## config.mk

```make
export PLATFORM = sky130hd
export DESIGN_NAME = open_list_queue
export DESIGN_NICKNAME = d
export VERILOG_FILES = /design/src/rtl/open_list_queue.sv
export SDC_FILE = /design/constraint.sdc
export NUM_CORES = 1
export LEC_CHECK = 0
export BUFFER_PORTS_ARGS = -buffer_cell sky130_fd_sc_hd__buf_4
export CORE_MARGIN = 2
export CORE_UTILIZATION = 55
export DETAILED_ROUTE_END_ITERATION = 8
export PLACE_DENSITY = 0.72
export SLEW_MARGIN = 20
export SYNTH_ARGS = -nofsm -noshare
export SYNTH_HDL_FRONTEND = slang
export SYNTH_SLANG_ARGS = --single-unit
```

## constraint.sdc

```tcl
create_clock -name Clk -period 4.3 [get_ports Clk]
set_input_delay 1.29 -clock Clk [delete_from_list [all_inputs] [get_ports Clk]]
set_output_delay 1.29 -clock Clk [all_outputs]
set_load 0.02 [all_outputs]
```

## src/rtl/open_list_queue.sv

```systemverilog
// rtl/open_list_queue.sv - sorted open-list store for the A* datapath
//
// Keeps up to DEPTH (f-cost, node id) pairs in ascending cost order using a
// shift-register insertion array. Upstream inserts one pair per cycle; the
// search controller pops the lowest-cost pair from slot 0.
//
// Ports:
//   Clk        system clock, all state on the rising edge
//   Reset      synchronous active-high reset
//   Clear      synchronous flush of all entries (Reset has priority)
//   Ins_Valid  insert request
//   Ins_Ready  insert accepted when high (!Full)
//   Ins_Cost   f-cost of the node to insert (unsigned)
//   Ins_Id     node id to insert
//   Pop_Req    consume head entry
//   Pop_Valid  head entry valid (!Empty)
//   Pop_Cost   head f-cost, straight from the slot 0 register
//   Pop_Id     head node id, straight from the slot 0 register
//   Count      number of valid entries
//   Full       Count == DEPTH
//   Empty      Count == 0
//   Overflow   sticky, set by an insert attempted while Full

module open_list_queue #(
  parameter int DEPTH = 8,
  parameter int KEY_W = 8,
  parameter int ID_W  = 6,
  parameter int CNT_W = 4
) (
  input  logic             Clk,
  input  logic             Reset,
  input  logic             Clear,
  input  logic             Ins_Valid,
  output logic             Ins_Ready,
  input  logic [KEY_W-1:0] Ins_Cost,
  input  logic [ID_W-1:0]  Ins_Id,
  input  logic             Pop_Req,
  output logic             Pop_Valid,
  output logic [KEY_W-1:0] Pop_Cost,
  output logic [ID_W-1:0]  Pop_Id,
  output logic [CNT_W-1:0] Count,
  output logic             Full,
  output logic             Empty,
  output logic             Overflow
);

  localparam logic [CNT_W-1:0] DEPTH_CNT = CNT_W'(DEPTH);
  localparam logic [CNT_W-1:0] ONE_CNT   = CNT_W'(1);

  // Slot storage
  logic [DEPTH-1:0] valid_q, valid_d;
  logic [KEY_W-1:0] cost_q [DEPTH];
  logic [KEY_W-1:0] cost_d [DEPTH];
  logic [ID_W-1:0]  id_q   [DEPTH];
  logic [ID_W-1:0]  id_d   [DEPTH];
  logic [CNT_W-1:0] count_q, count_d;
  logic             overflow_q, overflow_d;

  // Decoded status, all from registered state only
  logic full_w, empty_w;
  logic ins_fire, pop_fire, ins_drop;

  assign full_w   = (count_q == DEPTH_CNT);
  assign empty_w  = (count_q == '0);
  assign ins_fire = Ins_Valid && !full_w;
  assign pop_fire = Pop_Req && !empty_w;
  assign ins_drop = Ins_Valid && full_w;

  // Slot array padded on both sides so every slot can name its left
  // neighbour (index i), itself (i+1) and its right neighbour (i+2) without
  // out-of-range selects. The right pad is an invalid copy of the last slot,
  // which is what shifts into slot DEPTH-1 on a pop.
  logic [DEPTH+1:0] ext_valid;
  logic [KEY_W-1:0] ext_cost [DEPTH+2];
  logic [ID_W-1:0]  ext_id   [DEPTH+2];

  always_comb begin
    ext_valid   = '0;
    ext_cost[0] = '0;
    ext_id[0]   = '0;
    for (int i = 0; i < DEPTH; i++) begin
      ext_valid[i+1] = valid_q[i];
      ext_cost[i+1]  = cost_q[i];
      ext_id[i+1]    = id_q[i];
    end
    ext_cost[DEPTH+1] = cost_q[DEPTH-1];
    ext_id[DEPTH+1]   = id_q[DEPTH-1];
  end

  // bef[i]: the new entry belongs in front of slot i (slot empty or holds a
  // strictly greater cost). Because the array is contiguous and sorted this
  // vector is a thermometer code; the insertion point is its lowest set bit.
  // Strict '>' keeps equal costs in arrival order.
  logic [DEPTH:0]   bef;
  logic [DEPTH-1:0] bef_r;  // same test against the array after a pop
  logic [DEPTH-1:0] pt;     // one-hot insertion slot, insert only
  logic [DEPTH-1:0] pt_r;   // one-hot insertion slot, insert with pop

  always_comb begin
    bef = '0;
    for (int i = 0; i < DEPTH; i++) begin
      bef[i] = !valid_q[i] || (cost_q[i] > Ins_Cost);
    end
    bef[DEPTH] = 1'b1;
  end

  // After a pop, slot i sees what was in slot i+1, so the comparisons simply
  // move down one position.
  assign bef_r = bef[DEPTH:1];
  assign pt    = bef[DEPTH-1:0] & ~{bef[DEPTH-2:0], 1'b0};
  assign pt_r  = bef_r & ~{bef_r[DEPTH-2:0], 1'b0};

  // Per-slot next state: each slot picks new entry / left / self / right
  // based only on its own and its neighbour's comparison.
  always_comb begin
    valid_d    = valid_q;
    cost_d     = cost_q;
    id_d       = id_q;
    count_d    = count_q;
    overflow_d = overflow_q | ins_drop;

    if (Clear) begin
      valid_d    = '0;
      count_d    = '0;
      overflow_d = 1'b0;
      for (int i = 0; i < DEPTH; i++) begin
        cost_d[i] = '0;
        id_d[i]   = '0;
      end
    end else begin
      for (int i = 0; i < DEPTH; i++) begin
        if (ins_fire && !pop_fire) begin
          if (pt[i]) begin
            valid_d[i] = 1'b1;
            cost_d[i]  = Ins_Cost;
            id_d[i]    = Ins_Id;
          end else if (bef[i]) begin
            // behind the insertion point: make room by shifting right
            valid_d[i] = ext_valid[i];
            cost_d[i]  = ext_cost[i];
            id_d[i]    = ext_id[i];
          end
        end else if (ins_fire && pop_fire) begin
          if (pt_r[i]) begin
            valid_d[i] = 1'b1;
            cost_d[i]  = Ins_Cost;
            id_d[i]    = Ins_Id;
          end else if (bef_r[i]) begin
            // the pop and the insert shifts cancel: slot keeps its value
            valid_d[i] = ext_valid[i+1];
            cost_d[i]  = ext_cost[i+1];
            id_d[i]    = ext_id[i+1];
          end else begin
            valid_d[i] = ext_valid[i+2];
            cost_d[i]  = ext_cost[i+2];
            id_d[i]    = ext_id[i+2];
          end
        end else if (pop_fire) begin
          valid_d[i] = ext_valid[i+2];
          cost_d[i]  = ext_cost[i+2];
          id_d[i]    = ext_id[i+2];
        end
      end

      case ({ins_fire, pop_fire})
        2'b10:   count_d = count_q + ONE_CNT;
        2'b01:   count_d = count_q - ONE_CNT;
        default: count_d = count_q;
      endcase
    end
  end

  always_ff @(posedge Clk) begin
    if (Reset) begin
      valid_q    <= '0;
      count_q    <= '0;
      overflow_q <= 1'b0;
      for (int i = 0; i < DEPTH; i++) begin
        cost_q[i] <= '0;
        id_q[i]   <= '0;
      end
    end else begin
      valid_q    <= valid_d;
      count_q    <= count_d;
      overflow_q <= overflow_d;
      for (int i = 0; i < DEPTH; i++) begin
        cost_q[i] <= cost_d[i];
        id_q[i]   <= id_d[i];
      end
    end
  end

  assign Count     = count_q;
  assign Full      = full_w;
  assign Empty     = empty_w;
  assign Ins_Ready = !full_w;
  assign Pop_Valid = !empty_w;
  assign Pop_Cost  = cost_q[0];
  assign Pop_Id    = id_q[0];
  assign Overflow  = overflow_q;

endmodule

```

# Yosys cells after proc, flatten, opt, wreduce, memory -nomap -nowiden
# Cells that the tools add are included.
totals:
  reg_bits: 125
  latch_bits: 0
  mem_bits_rw: 0
  mem_bits_ro: 0
  inputBits: 19
  output_inout_bits: 23
  wordCells: 217
  mem_count: 0
classes:
  n_addsub: 2
  mul: 0
  n_div: 0
  n_lt_le_gt_ge: 8
  n_eq_ne: 5
  shift: 0
  muxes: 143
  bitwise: 5
  reduce_logical: 33
op_table:
  columns: ["op", "n"]
  rows:
  - ["$mux W8", 47]
  - ["$mux W6", 47]
  - ["$gt A8 B8 Y1", 8]
  - ["$mux W1", 48]
  - ["$and A8 B8 Y8", 2]
  - ["$not A8 Y8", 2]
  - ["$logic_not A1 Y1", 11]
  - ["$logic_or A1 B1 Y1", 8]
  - ["$pmux W4 S2", 1]
  - ["$ne A3 B3 Y1 const B", 2]
  - ["$reduce_and A2 Y1", 3]
  - ["$reduce_bool A2 Y1", 3]
  - ["$logic_and A1 B1 Y1", 5]
  - ["$add A4 B1 Y4 const B", 1]
  - ["$eq A4 B4 Y1 const B", 1]
  - ["$logic_not A4 Y1", 1]
  - ["$sub A4 B1 Y4 const B", 1]
  - ["$reduce_bool A3 Y1", 1]
  - ["$eq A2 B1 Y1 const B", 1]
  - ["$eq A2 B2 Y1 const B", 1]
  - ["$reduce_or A2 Y1", 1]
  - ["$or A1 B1 Y1", 1]

# Logic depth before layout (Yosys ltp)
logic_depth:
  word_depth: 7
  mapped_depth: 13
  ltp_nobuf: 12

# Worst setup path after synthesis
# OpenSTA, ideal clock, no wires.
synth_timing:
  kind: "input-to-reg"
  startpoint: "input Ins_Cost[5]"
  endpoint: "register id_q, in the netlist ext_id[45]"
  setup_ns: 0.122
  arrival_ns: 3.797
  path_slack_ns: 0.382
  stages: 10
  path_buffers: 1
  cell_sequence: "clkbuf_1 -> inv_1 -> ha_1 -> a211oi_2 -> nor2_1 -> or3_4 -> o21ai_4 -> mux2_2 -> o311a_1 -> o311a_1"
synth_between:
  elab_chain_len: 7
synth_lines:
  columns: ["item", "line", "source"]
  rows:
  - ["start, declared", "35", "input logic [KEY_W-1:0] Ins_Cost,"]
  - ["$gt A8 B8 Y1", "102", "bef[i] = !valid_q[i] || (cost_q[i] > Ins_Cost);"]
  - ["$logic_or A1 B1 Y1", "102", null]
  - ["$not A8 Y8", "111", "assign pt_r = bef_r & ~{bef_r[DEPTH-2:0], 1'b0};"]
  - ["$and A8 B8 Y8", "111", null]
  - ["$mux W6", "144", "if (pt_r[i]) begin"]
  - ["$mux W6", "143", "end else if (ins_fire && pop_fire) begin"]
  - ["$mux W6 *", "132", "if (ins_fire && !pop_fire) begin"]
  - ["end signal, assigned by index", "188", "id_q[i] <= id_d[i];"]
  - ["end, declared", "54", "logic [ID_W-1:0] id_q [DEPTH];"]
# Mark *: on every way between the ends. The rest lies on a longest branch, timed or not.
# A chain may end at the register's enable or synchronous reset.

# Worst setup path after layout
layout_timing:
  startpoint: "input Ins_Cost[7]"
  endpoint: "register cost_q[32] in the netlist's numbering"
layout_between:
  elab_chain_len: 7
layout_lines:
  columns: ["item", "line", "source"]
  rows:
  - ["$gt A8 B8 Y1", "102", null]
  - ["$logic_or A1 B1 Y1", "102", null]
  - ["$not A8 Y8", "111", null]
  - ["$and A8 B8 Y8", "111", null]
  - ["$mux W8", "144", null]
  - ["$mux W8", "143", null]
  - ["$mux W8 *", "132", null]
  - ["end signal, assigned by index", "187", "cost_q[i] <= cost_d[i];"]
  - ["end, declared", "52", "logic [KEY_W-1:0] cost_q [DEPTH];"]
# Marked as above.

==> run summary <==
Fin. max-slew vios - 0
Post-route insts no fill - 1,365
H-tree levels - 4
Nets - 1,222
Final GP Congestion - 0.9072
Fin crit period - 3.686 ns
Setup Crit Path Kind - input pin to register
Vias - 8,769
Top post-synthesis cells by area - dfxtp_1 (27%), ha_1 (9.4%), mux2_2 (5.8%)
Detailed placer's ending HPWL - 19,500 um
Ant. Diodes - 0
Top FF cell, synth - dfxtp_1
Vias in the first global route - 8,460
Vias per std cell - 6.424
CTS Root Cell - clkbuf_16
Async SR Flop Fraction - 0%
Most area-hungry cell type in the Yosys netlist - dfxtp_1
Top-level I/O count - 42
Clk sinks - 125
Fmax - 0.2713 GHz
Arrival time of the worst setup path - 4.00 ns
Transition time of the tightest slew-check pin - 0.9925 ns
Area delta synth->final - 11.44%
Final setup fails - 0
Top-area cell type share of the netlist area - 26.85%
Seq cells post-synth - 125
CP Capture Type - register
Post-synthesis sequential area ratio - 26.85%
Worst Hold Class - register to register
Worst setup SP type - input pin
DIE HEIGHT - 134.2 um
Placed cells - 1,333
Slew HR - 33.27%
Number of synthesized flops with an enable pin - 0
Max Buffers Root-to-Sink - 2
Die area - 0.01800 mm^2
Clk_skew - 0.01072 ns
CTS Hold Bufs - 0
First-pass GRT wire length - 42,800 um
Slowest CP cell - a21bo_1
Max Cap Viol - 0
FP Rows - 47
CP cell instances - buf_4, inv_1, ha_1, nand4_1, or3_1, a21bo_1, mux2_2, a221o_1
Mean Syn Cell Area - 8.320 um^2
Final Hold Fails - 0
CP max FO - 21
CTS tree - yes
Core box area - 0.01658 mm^2
CTS resizes - 0
DR iter-0 viols - 562
Largest net degree at the start of global routing - 38
Initial antenna violation count - 0
Latest clock arrival within the worst-skew pair - 0.43 ns
Starting Density - 56.19%
Avg WL per Cell - 19.27 um
Synthesized area - 0.009319 mm^2
TritonCTS buffer count - 17
DR DRC count - 0
PortBufs - 41
FILL cells - 1,448
YS warnings - 0
RSZ-0062 raised after global routing - false
Mapped Cells - 1,120
Share of layout cells above drive strength 1 - 16.94%
Crit path required time - 4.62 ns
Post-route ant nets - 0
Clock Pin Slew Worst Setup and Hold Paths - 0.06 ns
DR pass1 iterations - 4
Pleak - 4.004 nW
Total Wirelength - 26,300 um
Status - completed
Overflow after GRT - 0
GRT Util Overall - 29.21%
Max incr delay on CP - 0.68 ns
PD cells - 327.1 mW/mm^2
Post-synth cell types - 74
Tcrit/Tclk final - 85.73%
# Post-CTS Setup Buffers - 0
Synthesized Nets - 1,210
Setup TNS - 0 ns
Die width - 134.2 um
Maximum VDD drop - 0.2971 mV
state kept, by name, summed over array words and instances, names as in the netlist, named ones only:
name / count
Count: 4
Overflow: 1
cost_q: 56
valid_q: 7
Pop_Cost: 8
Pop_Id: 6
ext_id: 42
stage by stage:
stage | total power [W] | setup slack (ns) | hold slack [ns] | cell area, um^2 | utilization (%)
floorplan | 0.001754 | 0.3816 | 0.4329 | 9319 | -
global placement | 0.001931 | 0.2821 | 0.4398 | 9789 | 59.03
detailed placement | 0.001940 | 0.2349 | 0.4453 | 9789 | 59.03
CTS | 0.003391 | 0.6585 | 0.4540 | 10390 | 62.62
global route | 0.003528 | 0.4066 | 0.4755 | 10390 | 62.62
finish | 0.003397 | 0.6137 | 0.4520 | 10390 | 62.62
path summary, 6_finish.rpt:
kind              slack (ns)              startpoint                       to  cells after the start
hold / removal          0.45  ext_id[0]$_SDFFE_PP0P_   ext_id[0]$_SDFFE_PP0P_                      2
hold reg to reg         0.45  ext_id[0]$_SDFFE_PP0P_   ext_id[0]$_SDFFE_PP0P_                      2
setup / recovery        0.61             Ins_Cost[7]  cost_q[32]$_SDFFE_PP0P_                      8
setup reg to reg        0.96   Count[0]$_SDFFE_PP0P_  cost_q[10]$_SDFFE_PP0P_                     10
metal layers:
| layer | wire length (um) | share of wire, % | global-route usage (%) | vias to the layer above |
|---|---|---|---|---|
| met5 | 0 | 0 | 0 | - |
| met4 | 557 | 2.1 | 10.70 | 0 |
| met3 | 1086 | 4.1 | 3.628 | 44 |
| met2 | 12900 | 49 | 51.30 | 256 |
| met1 | 11760 | 45 | 36.72 | 4183 |
| li1 | - | - | - | 4286 |
power breakdown:
group	switching, W	total, W	internal [W]
Sequential	0.0000463	0.00125	0.00121
Clock	0.000573	0.00146	0.000890
Combinational	0.000419	0.000681	0.000262
cell families (layout without fill, tap and decap cells):
family / Yosys count / count (layout) / synth area share [%]
AND/OR/NAND/NOR: 272 / 272 / 13.83
XOR/XNOR: 4 / 4 / 0.3760
multiplexers: 105 / 105 / 12.10
AO/OA/AOI/OAI: 408 / 408 / 30.22
buffers and inverters: 135 / 160 / 7.009
adder cells (fa/ha/maj): 71 / 71 / 9.613
flip-flops: 125 / 125 / 26.85
placed cells by master (no fill, tap or decap), drive strengths merged, types with 9 or more instances in the layout:
cell and count:
and3 11, a22oi 26, inv 41, nand3 9, o21ai 108, ha 70
a2111oi 12, nand2 78, mux2i 54, nand4 18, buf 88, nor2 84
o221ai 20, o211ai 10, o32ai 12, dfxtp 125, nor3 34, mux2 51
a21o 10, a21oi 94, a221o 21, o31ai 9, nor2b 9, a211oi 21
clkbuf 21
Yosys cell counts (5+ instances only):
library cell,count
a22oi_1,26
buf_4,23
o21ai_1,6
o31ai_1,9
a21oi_1,89
a2111oi_1,11
a22o_1,7
buf_2,12
inv_1,39
o32ai_1,12
nor3_1,32
nand2b_1,8
or3_1,7
dfxtp_1,125
o221ai_1,20
nand2_1,77
mux2_2,48
ha_1,70
o2bb2ai_1,6
a221oi_1,7
a31oi_1,7
a211oi_1,18
a21o_1,10
clkbuf_1,52
or2_2,5
nor2b_1,9
o22ai_1,8
a221o_1,21
nand4_1,17
nand3_1,9
o211ai_1,9
buf_6,6
o21ai_0,101
o311a_1,8
mux2i_1,53
nor2_1,81
and3_1,11
worst max-delay path: cells and delay by family:
kind	cells	cell delay [ns]
buffers and inverters	2	0.39
adder cells (fa/ha/maj)	1	0.36
AND/OR/NAND/NOR	2	0.54
multiplexers	1	0.42
AO/OA/AOI/OAI	2	0.99
cell type report:
class                   instances  area (um^2)  area share, %
clock buffers                  21        460.4          4.434
clock inverters                11        135.1          1.301
inverters                      40        150.1          1.446
multi-input cells             860         6176          59.47
flip-flops and latches        125         2502          24.10
well taps                     220        275.3          2.651
repair buffers                 88        685.7          6.602
No activity file was read; power rests on OpenSTA's default activity.
